File: config.mk
export PLATFORM = sky130hd
export DESIGN_NAME = seq_chunk_adder
export DESIGN_NICKNAME = d
export VERILOG_FILES = /design/src/rtl/seq_chunk_adder_pkg.sv /design/src/rtl/chunk_adder.sv /design/src/rtl/seq_chunk_adder.sv
export SDC_FILE = /design/constraint.sdc
export NUM_CORES = 1
export LEC_CHECK = 0
export CAP_MARGIN = 25
export CORE_MARGIN = 3
export CORE_UTILIZATION = 44
export CTS_BUF_LIST = sky130_fd_sc_hd__clkbuf_16
export DETAILED_ROUTE_END_ITERATION = 8
export GPL_TIMING_DRIVEN = 0
export PLACE_DENSITY = 0.75
export SETUP_SLACK_MARGIN = 0.3
export SYNTH_ARGS = -nofsm -noshare
export SYNTH_HDL_FRONTEND = slang
export SYNTH_SLANG_ARGS = --single-unit
File: constraint.sdc
create_clock -name clk -period 2.6 [get_ports clk]
set_clock_uncertainty 0.2 [all_clocks]
set_input_delay 0.52 -clock clk [delete_from_list [all_inputs] [get_ports clk]]
set_output_delay 0.52 -clock clk [all_outputs]
set_load 0.02 [all_outputs]
File: src/rtl/seq_chunk_adder_pkg.sv
// Shared types and defaults for the sequential chunked adder.
package seq_chunk_adder_pkg;

    // Control FSM states.
    typedef enum logic [1:0] {
        IDLE = 2'd0,
        RUN  = 2'd1,
        DONE = 2'd2
    } state_e;

    localparam int unsigned DEFAULT_WIDTH = 8;
    localparam int unsigned DEFAULT_CHUNK = 2;

    // Chunk-index counter width; never narrower than one bit.
    function automatic int unsigned idx_width(input int unsigned n);
        return (n <= 1) ? 1 : $clog2(n);
    endfunction

endpackage

File: src/rtl/chunk_adder.sv
// Combinational CHUNK-bit ripple-carry adder built from full-adder cells.
// Exposes the carry into the top bit so the caller can derive signed overflow.
module chunk_adder #(
    parameter int unsigned CHUNK = 2
) (
    input  logic [CHUNK-1:0] a_i,
    input  logic [CHUNK-1:0] b_i,
    input  logic             ci_i,
    output logic [CHUNK-1:0] s_o,
    output logic             co_o,
    output logic             cmsb_o
);

    logic [CHUNK:0] c;

    assign c[0] = ci_i;

    for (genvar g = 0; g < CHUNK; g++) begin : g_fa
        assign s_o[g]   = a_i[g] ^ b_i[g] ^ c[g];
        assign c[g + 1] = (a_i[g] & b_i[g]) | (c[g] & (a_i[g] ^ b_i[g]));
    end

    assign co_o   = c[CHUNK];
    assign cmsb_o = c[CHUNK-1];

endmodule

File: src/rtl/seq_chunk_adder.sv
// Sequential adder: processes CHUNK bits of the operands per clock, LSB chunk first.
// Optional subtract mode is compiled in only when SEQ_CHUNK_ADDER_SUB_EN is defined;
// otherwise the sub input is accepted but ignored.
module seq_chunk_adder
    import seq_chunk_adder_pkg::*;
#(
    parameter int unsigned WIDTH = DEFAULT_WIDTH,
    parameter int unsigned CHUNK = DEFAULT_CHUNK
) (
    input  logic             clk,
    input  logic             rst,
    input  logic             start,
    input  logic [WIDTH-1:0] a,
    input  logic [WIDTH-1:0] b,
    input  logic             cin,
    input  logic             sub,
    output logic             busy,
    output logic             done,
    output logic [WIDTH-1:0] sum,
    output logic             cout,
    output logic             ovf
);

    localparam int unsigned N        = WIDTH / CHUNK;
    localparam int unsigned IW       = idx_width(N);
    localparam logic [IW-1:0] LAST_IDX = IW'(N - 1);

    state_e           state_q, state_d;
    logic [IW-1:0]    idx_q, idx_d;
    logic             carry_q, carry_d;
    logic             cin_q, cin_d;
    logic [WIDTH-1:0] a_q, a_d;
    logic [WIDTH-1:0] b_q, b_d;
    logic [WIDTH-1:0] sum_q, sum_d;
    logic             cout_q, cout_d;
    logic             ovf_q, ovf_d;

    // Operand/carry values as they are to be latched at an accepted start.
    logic [WIDTH-1:0] b_in;
    logic             cin_in;

`ifdef SEQ_CHUNK_ADDER_SUB_EN
    // a - b is computed as a + ~b + 1; the user carry-in is ignored.
    assign b_in   = sub ? ~b : b;
    assign cin_in = sub ? 1'b1 : cin;
`else
    logic unused_sub;
    assign b_in       = b;
    assign cin_in     = cin;
    assign unused_sub = sub;
`endif

    logic [CHUNK-1:0] a_chunk, b_chunk, s_chunk;
    logic             c_in, c_out, c_msb;

    // Select the operand chunk addressed by the current index.
    always_comb begin
        a_chunk = '0;
        b_chunk = '0;
        for (int unsigned k = 0; k < N; k++) begin
            if (idx_q == IW'(k)) begin
                a_chunk = a_q[k*CHUNK +: CHUNK];
                b_chunk = b_q[k*CHUNK +: CHUNK];
            end
        end
    end

    // Chunk 0 takes the latched carry-in; later chunks take the rippled carry.
    assign c_in = (idx_q == '0) ? cin_q : carry_q;

    chunk_adder #(
        .CHUNK (CHUNK)
    ) u_chunk_adder (
        .a_i    (a_chunk),
        .b_i    (b_chunk),
        .ci_i   (c_in),
        .s_o    (s_chunk),
        .co_o   (c_out),
        .cmsb_o (c_msb)
    );

    // Next-state logic: operand capture, chunk sequencing and result flags.
    always_comb begin
        state_d = state_q;
        idx_d   = idx_q;
        carry_d = carry_q;
        cin_d   = cin_q;
        a_d     = a_q;
        b_d     = b_q;
        sum_d   = sum_q;
        cout_d  = cout_q;
        ovf_d   = ovf_q;

        unique case (state_q)
            IDLE, DONE: begin
                if (start) begin
                    a_d     = a;
                    b_d     = b_in;
                    cin_d   = cin_in;
                    idx_d   = '0;
                    carry_d = 1'b0;
                    cout_d  = 1'b0;
                    ovf_d   = 1'b0;
                    state_d = RUN;
                end else if (state_q == DONE) begin
                    // Results stay held in IDLE; done is a single-cycle pulse.
                    state_d = IDLE;
                end
            end
            RUN: begin
                for (int unsigned k = 0; k < N; k++) begin
                    if (idx_q == IW'(k)) begin
                        sum_d[k*CHUNK +: CHUNK] = s_chunk;
                    end
                end
                carry_d = c_out;
                if (idx_q == LAST_IDX) begin
                    idx_d   = '0;
                    cout_d  = c_out;
                    ovf_d   = c_msb ^ c_out;
                    state_d = DONE;
                end else begin
                    idx_d = idx_q + 1'b1;
                end
            end
            default: state_d = IDLE;
        endcase
    end

    // State register with synchronous reset.
    always_ff @(posedge clk) begin
        if (rst) begin
            state_q <= IDLE;
            idx_q   <= '0;
            carry_q <= 1'b0;
            cin_q   <= 1'b0;
            a_q     <= '0;
            b_q     <= '0;
            sum_q   <= '0;
            cout_q  <= 1'b0;
            ovf_q   <= 1'b0;
        end else begin
            state_q <= state_d;
            idx_q   <= idx_d;
            carry_q <= carry_d;
            cin_q   <= cin_d;
            a_q     <= a_d;
            b_q     <= b_d;
            sum_q   <= sum_d;
            cout_q  <= cout_d;
            ovf_q   <= ovf_d;
        end
    end

    assign busy = (state_q == RUN);
    assign done = (state_q == DONE);
    assign sum  = sum_q;
    assign cout = cout_q;
    assign ovf  = ovf_q;

endmodule
==> results.yml, run 1 <==
outcome:
  status: "complete, no violations"
critical_path:
  reg2reg_to: "ovf"
  slowest_stage: "fa_2"
  crit_required_ns: 2.60
  reg2reg_depth: 11
  crit_fanout: 6
  critPathKind: "reg -> reg"
  critPathMostFrequentCell: "fa_2"
  cp-end-kind: "register"
  crit_arrival_ns: 2.58
  cp_cell_sequence: "inv_4 -> ha_4 -> buf_6 -> nor2b_4 -> a221o_1 -> a22oi_2 -> fa_2 -> fa_2 -> xor2_1 -> nand3_1 -> a21oi_2"
  rr_startpoint: "idx_q[1]"
  reg2reg_slack_ns: 0.03
  start_kind: "register"
  cpPeakStageDelay_ns: 0.39
logic_synthesis:
  synthDistinctLibCells: 25
  synth_area_leaders: "dfxtp_1 46%, a21oi_1 11%, nand2_1 9.4%, a311oi_1 5.0%, ha_1 3.6%"
  synthesis.area_per_instance_um2: 8.55
  synth.cell_area_mm2: 0.00139
  syn_inst: 163
  synth_edf_count: 0
  ys_seq_elements: 32
  yosys_warnings: 0
  synth_top_flop_cell: "dfxtp_1"
  yosysTopAreaCellShare: 0.460
  synthArstFlopShare: 0
  synthesis.nets: 190
  synth.largest_area_cell: "dfxtp_1"
  ys_seq_area_frac: 0.460
routing:
  routed_wl_um: 3720
  drt_iter0_markers: 70
  firstDrtPassIters: 4
  vias: 1353
  wl_per_cell_um: 14.7
  vias_per_cell: 5.35
  antenna_left: 0
  drc_errors: 0
global_route:
  gr-total-overflow: 0
  grt_pass1_wl_um: 6350
  antenna_found_initial: 0
  grt_max_degree: 11
  grt_pass1_vias: 1359
  track_usage: 0.208
placed_design:
  gp_congestion: 0.805
  place_area_mm2: 0.00184
  io_buffers: 31
  hpwl_um: 2470
floorplanning:
  initial_core_util: 0.485
  core_mm2: 0.00288
  ios: 33
  die_h_um: 62.3
  rows: 19
  die_area_mm2: 0.00388
  die-width_um: 62.3
power_and_ir_drop:
  pwr-share-clk: 0.461
  pwr-share-comb: 0.159
  power_density_mw_per_mm2: 653
  p_leak_nw: 0.785
  p_switching_mw: 0.331
  p_sw_frac: 0.236
  ir_drop_v: 0.000505
  seqPwrFrac: 0.380
  p_int_mw: 1.07
clock_network:
  numCtsBuffers: 5
  cts.clk_slew.worst_paths_ns: 0.05
  cts_hold_buffers: 0
  cts_htree_levels: 2
  clk_path_buf_depth: 2
  clkSinkCount: 32
  clkLatencyLatePin_ns: 0.28
  root_buffer: "clkbuf_16"
  tritoncts: "done"
worst_hold_path:
  hold_start: "b_q[4]"
  hold_end: "b_q[4]"
  whs_path_depth: 2
  hp-class: "reg -> reg"
final_layout:
  fillers: 211
  drive_gt1_frac: 0.223
  antenna_cells: 0
  multi_input_area_um2: 762
  seq_area_um2: 648
  final_area_mm2: 0.00215
  layout.nets: 237
  area_growth_pct: 54.0
timing:
  tns_ns: 0
  finalMaxSlewViolations: 0
  rsz0062_at_grt: "true"
  period_share: 0.990
  hold_viol: 0
  fmax_ghz: 0.388
  slew_headroom: 0.630
  finalSetupViolations: 0
  fin_crit_ns: 2.57
  tightest_slew_ns: 0.556
job:
  max_cap_violations: 0
-- registers in the layout (all words and copies together) (netlist names), 2 cells and up --
signal	cells
a_q	8
b_q	8
sum	8
idx_q	2
state_q	2
-- per-stage QoR --
stage                     hold slack (ns)   util  total power, mW  cells  setup slack [ns]
after floorplan                     0.236      -            0.663    163             0.150
after global placement              0.245  0.641            0.732    236            0.0174
after detailed placement            0.256  0.641            0.738    236           -0.0185
after CTS                           0.268  0.741             1.40    252            0.0483
after global routing                0.295  0.746             1.45    253           -0.0872
final                               0.263  0.746             1.40    253            0.0259
-- critical path: cells and delay by family (launching register included) --
kind,cells,cell delay (ns)
buffers and inverters,2,0.18
and+or+nand+nor,2,0.27
adders and majority gates,3,0.92
DFF,1,0.37
AOI/OAI and AO/OA,3,0.39
xor gates and xnor gates,1,0.17
-- per-layer routing --
| metal | vias up | part of all wire | GRT usage |
|---|---|---|---|
| li1 | 662 | - | - |
| met1 | 634 | 0.44 | 0.242 |
| met2 | 49 | 0.49 | 0.349 |
| met3 | 8 | 0.052 | 0.0486 |
| met4 | 0 | 0.020 | 0.121 |
| met5 | - | 0 | 0 |
-- synthesized netlist by cell type, types with 3 or more instances --
| master | number |
|---|---|
| clkbuf_1 | 5 |
| dfxtp_1 | 32 |
| nand3_1 | 4 |
| nand2_1 | 35 |
| a22oi_1 | 4 |
| a221o_1 | 4 |
| ha_1 | 4 |
| a311oi_1 | 8 |
| a21oi_1 | 32 |
| nor2b_1 | 4 |
| buf_2 | 7 |
| nor2_1 | 3 |
| inv_1 | 6 |
-- final cells by class --
class / count / share of cell area
tap: 42 / 0.0245
sequential: 32 / 0.302
multi-input combinational: 111 / 0.355
timing repair buffer: 40 / 0.177
buffer: 13 / 0.0507
inverter: 7 / 0.0146
clock inverter: 3 / 0.0181
clock buffer: 5 / 0.0583
-- cells by family (layout without fill, tap and decap cells) --
group	Yosys count	count (layout)	share of synthesized area
AND/OR/NAND/NOR	52	52	0.169
buffers and inverters	20	68	0.0655
adder cells (fa/ha/maj)	6	6	0.0646
XOR/XNOR	1	1	0.00628
flip-flops	32	32	0.460
multiplexers	1	1	0.00718
AO/OA/AOI/OAI	51	51	0.228
-- power groups by stage --
stage / logic, mW / registers [mW] / clock network (mW)
floorplan: 0.118 / 0.544 / 0
global placement: 0.191 / 0.541 / 0
detailed placement: 0.196 / 0.543 / 0
CTS: 0.217 / 0.533 / 0.653
global route: 0.243 / 0.536 / 0.673
finish: 0.223 / 0.534 / 0.647
-- cell usage in the layout, fill, tap and decap left out, types with 2 or more instances in the layout --
| cell | Yosys | routed |
|---|---|---|
| dfxtp_1 | 32 | 30 |
| a21oi_1 | 32 | 29 |
| buf_6 | 1 | 4 |
| nand2b_1 | 2 | 2 |
| inv_4 | 0 | 2 |
| ha_4 | 0 | 3 |
| buf_2 | 7 | 5 |
| a221o_1 | 4 | 4 |
| inv_1 | 6 | 5 |
| nand2_1 | 35 | 35 |
| nor2b_1 | 4 | 3 |
| nor2_1 | 3 | 3 |
| a22oi_1 | 4 | 2 |
| a21oi_2 | 0 | 2 |
| clkbuf_1 | 5 | 3 |
| buf_4 | 0 | 8 |
| a311oi_2 | 0 | 2 |
| dfxtp_4 | 0 | 2 |
| a22oi_2 | 0 | 2 |
| fa_2 | 0 | 2 |
| clkdlybuf4s50_1 | 0 | 30 |
| clkbuf_16 | 0 | 6 |
| a31oi_1 | 2 | 2 |
| nand3_1 | 4 | 4 |
| a311oi_1 | 8 | 6 |
-- repair_timing --
| item | 4_1_cts | 5_1_grt |
|---|---|---|
| buffers inserted | 8 | 1 |
| hold endpoints to repair | 0 | 0 |
| gates resized for setup | 13 | 2 |
| pin swaps | 12 | 8 |
| endpoints found under the setup margin | 12 | 12 |
-- worst max path at each step --
stage	start	slack (ns)	endpoint	cells past startpoint
2_1_floorplan	idx_q[0]	0.15	cout	10
6_report	idx_q[1]	0.03	ovf	11
3_3_place_gp	idx_q[0]	0.02	sum[1]	8
3_5_place_dp	idx_q[1]	-0.02	cout	11
4_1_cts	idx_q[1]	0.05	cout	11
5_1_grt	idx_q[1]	-0.09	ovf	11
No activity file was read; power rests on OpenSTA's default activity.
==> run 2, diff against run 1 <==
--- a/config.mk
+++ b/config.mk
@@ -9,6 +9,7 @@
 export CORE_MARGIN = 3
 export CORE_UTILIZATION = 44
 export CTS_BUF_LIST = sky130_fd_sc_hd__clkbuf_16
+export CTS_CLUSTER_SIZE = 8
 export DETAILED_ROUTE_END_ITERATION = 8
 export GPL_TIMING_DRIVEN = 0
 export PLACE_DENSITY = 0.75
==> results of run 2 <==
The final DEF is identical to that of run 1; final timing and power are the same.
==> run 3, diff against run 2 <==
--- a/config.mk
+++ b/config.mk
@@ -6,13 +6,15 @@
 export NUM_CORES = 1
 export LEC_CHECK = 0
 export CAP_MARGIN = 25
+export CELL_PAD_IN_SITES_DETAIL_PLACEMENT = 0
+export CELL_PAD_IN_SITES_GLOBAL_PLACEMENT = 1
 export CORE_MARGIN = 3
-export CORE_UTILIZATION = 44
+export CORE_UTILIZATION = 32
 export CTS_BUF_LIST = sky130_fd_sc_hd__clkbuf_16
 export CTS_CLUSTER_SIZE = 8
 export DETAILED_ROUTE_END_ITERATION = 8
 export GPL_TIMING_DRIVEN = 0
-export PLACE_DENSITY = 0.75
+export PLACE_DENSITY_LB_ADDON = 0.1
 export SETUP_SLACK_MARGIN = 0.3
 export SYNTH_ARGS = -nofsm -noshare
 export SYNTH_HDL_FRONTEND = slang
==> results.yml, run 3 (synthesis gave the netlist of run 1 again) <==
final_layout:
  antenna_cells: 0
  stdcell_count: 260
  mostFrequentLayoutCell: "nand2_1"
  layout.nets: 237
  drive_gt1_frac: 0.224
  final_cell_mix: "35 x nand2_1, 30 x dfxtp_1, 30 x clkdlybuf4s50_1"
  final_util: 0.512
  area_growth_pct: 51.2
floorplanning:
  die_area_mm2: 0.00518
  initial_core_util: 0.339
  die-width_um: 72
  ios: 33
  core_mm2: 0.00412
  rows: 23
  die_h_um: 72
outcome:
  status: "complete, no violations"
power_and_ir_drop:
  p_leak_nw: 0.768
  ir_drop_v: 0.000257
  fin_total_pwr_mw: 1.29
  power_density_mw_per_mm2: 610
global_route:
  antenna_found_initial: 0
  grt_max_degree: 11
  grt_pass1_vias: 1257
  grt_pass1_wl_um: 6000
  gr-total-overflow: 0
  track_usage: 0.153
critical_path:
  crit_required_ns: 2.61
  reg2reg_depth: 10
  reg2reg_slack_ns: 0.04
  rr_startpoint: "idx_q[0]"
  cp-startpoint: "idx_q[0]"
  reg2reg_to: "cout"
  start_kind: "register"
  crit_fanout: 10
  cp-end-kind: "register"
  crit_arrival_ns: 2.57
  critPathKind: "reg -> reg"
clock_network:
  clkSinkCount: 32
  numCtsBuffers: 5
  clk_path_buf_depth: 2
  cts_htree_levels: 2
  tritoncts: "done"
  root_buffer: "clkbuf_16"
  clkLatencyLatePin_ns: 0.27
  cts.clk_slew.worst_paths_ns: 0.05
  cts_hold_buffers: 0
placed_design:
  dp_cells: 244
  gp_congestion: 0.796
  io_buffers: 31
  dpl_worst_slack_ns: -0.0148
  hpwl_um: 2640
routing:
  vias: 1327
  wl_per_cell_um: 14.0
  drc_errors: 0
  firstDrtPassIters: 4
  vias_per_cell: 5.10
  antenna_left: 0
  drt_iter0_markers: 66
  routed_wl_um: 3650
timing:
  rsz0062_at_grt: "true"
  fin_crit_ns: 2.56
  holdWs_ns: 0.256
  fmax_ghz: 0.391
  finalWorstSetupSlack_ns: 0.0403
  slew_headroom: 0.640
  finalMaxSlewViolations: 0
  hold_viol: 0
  tightest_slew_ns: 0.540
  period_share: 0.984
  finalSetupViolations: 0
worst_hold_path:
  hp-class: "reg -> reg"
  whs_path_depth: 2
  hold_start: "a_q[5]"
  hold_end: "a_q[5]"
job:
  max_cap_violations: 0
==> run 3: cell types whose count changed in the layout (fill, tap and decap cells not counted), moves of 2 or more <==
cell / previous run / this run
a311oi_2: 2 / 4
buf_6: 4 / 2
buf_8: 0 / 2
a311oi_1: 6 / 4
==> run 3: worst max-delay path by stage <==
stage	depth (start not counted)	endpoint
floorplan	10	cout
global placement	8	sum[1]
detailed placement	8	sum[5]
CTS	11	cout
global route	11	cout
finish	10	cout
==> run 3: critical path, cell delays in order, from the launching register on <==
cell	delay (ns)
dfxtp_4	0.36
ha_1	0.20
buf_6	0.14
clkbuf_8	0.17
a21oi_2	0.13
a22oi_2	0.09
fa_2	0.41
fa_2	0.37
nor4bb_1	0.28
a31oi_1	0.07
nor2_1	0.09
==> run 3: power by group <==
| part | switching (mW) | internal (mW) |
|---|---|---|
| sequential | 0.0172 | 0.515 |
| clock | 0.193 | 0.343 |
| combinational | 0.110 | 0.108 |
| total | 0.320 | 0.966 |
==> run 3: cell type report <==
cell class / count / area (um2)
Multi-Input combinational cell: 111 / 758
Clock buffer: 5 / 125
Tap cell: 50 / 62.6
Inverter: 7 / 28.8
Fill cell: 382 / 2010
Sequential cell: 32 / 648
Timing Repair Buffer: 40 / 373
Buffer: 13 / 103
Clock inverter: 2 / 8.76
==> run 3: through the flow <==
stage	setup TNS [ns]	area, um2
2_1_floorplan	0	1480
3_3_place_gp	-0.0551	1850
3_5_place_dp	-0.0539	1850
4_1_cts	0	2070
5_1_grt	-0.203	2110
6_report	0	2110
==> run 3: metal layers <==
metal / vias up / wire [um] / global-route usage / part of all wire
met1: 623 / 1660 / 0.197 / 0.45
met2: 36 / 1690 / 0.229 / 0.46
met4: 0 / 70 / 0.0689 / 0.019
met5: - / 0 / 0 / 0
li1: 662 / - / - / -
met3: 6 / 232 / 0.0540 / 0.064
==> run 3: repair_timing <==
item                       in CTS  in global routing
setup endpoints to repair      12                 12
gates resized for setup         7                  8
buffers inserted                8                  1
pin swaps                      16                  3
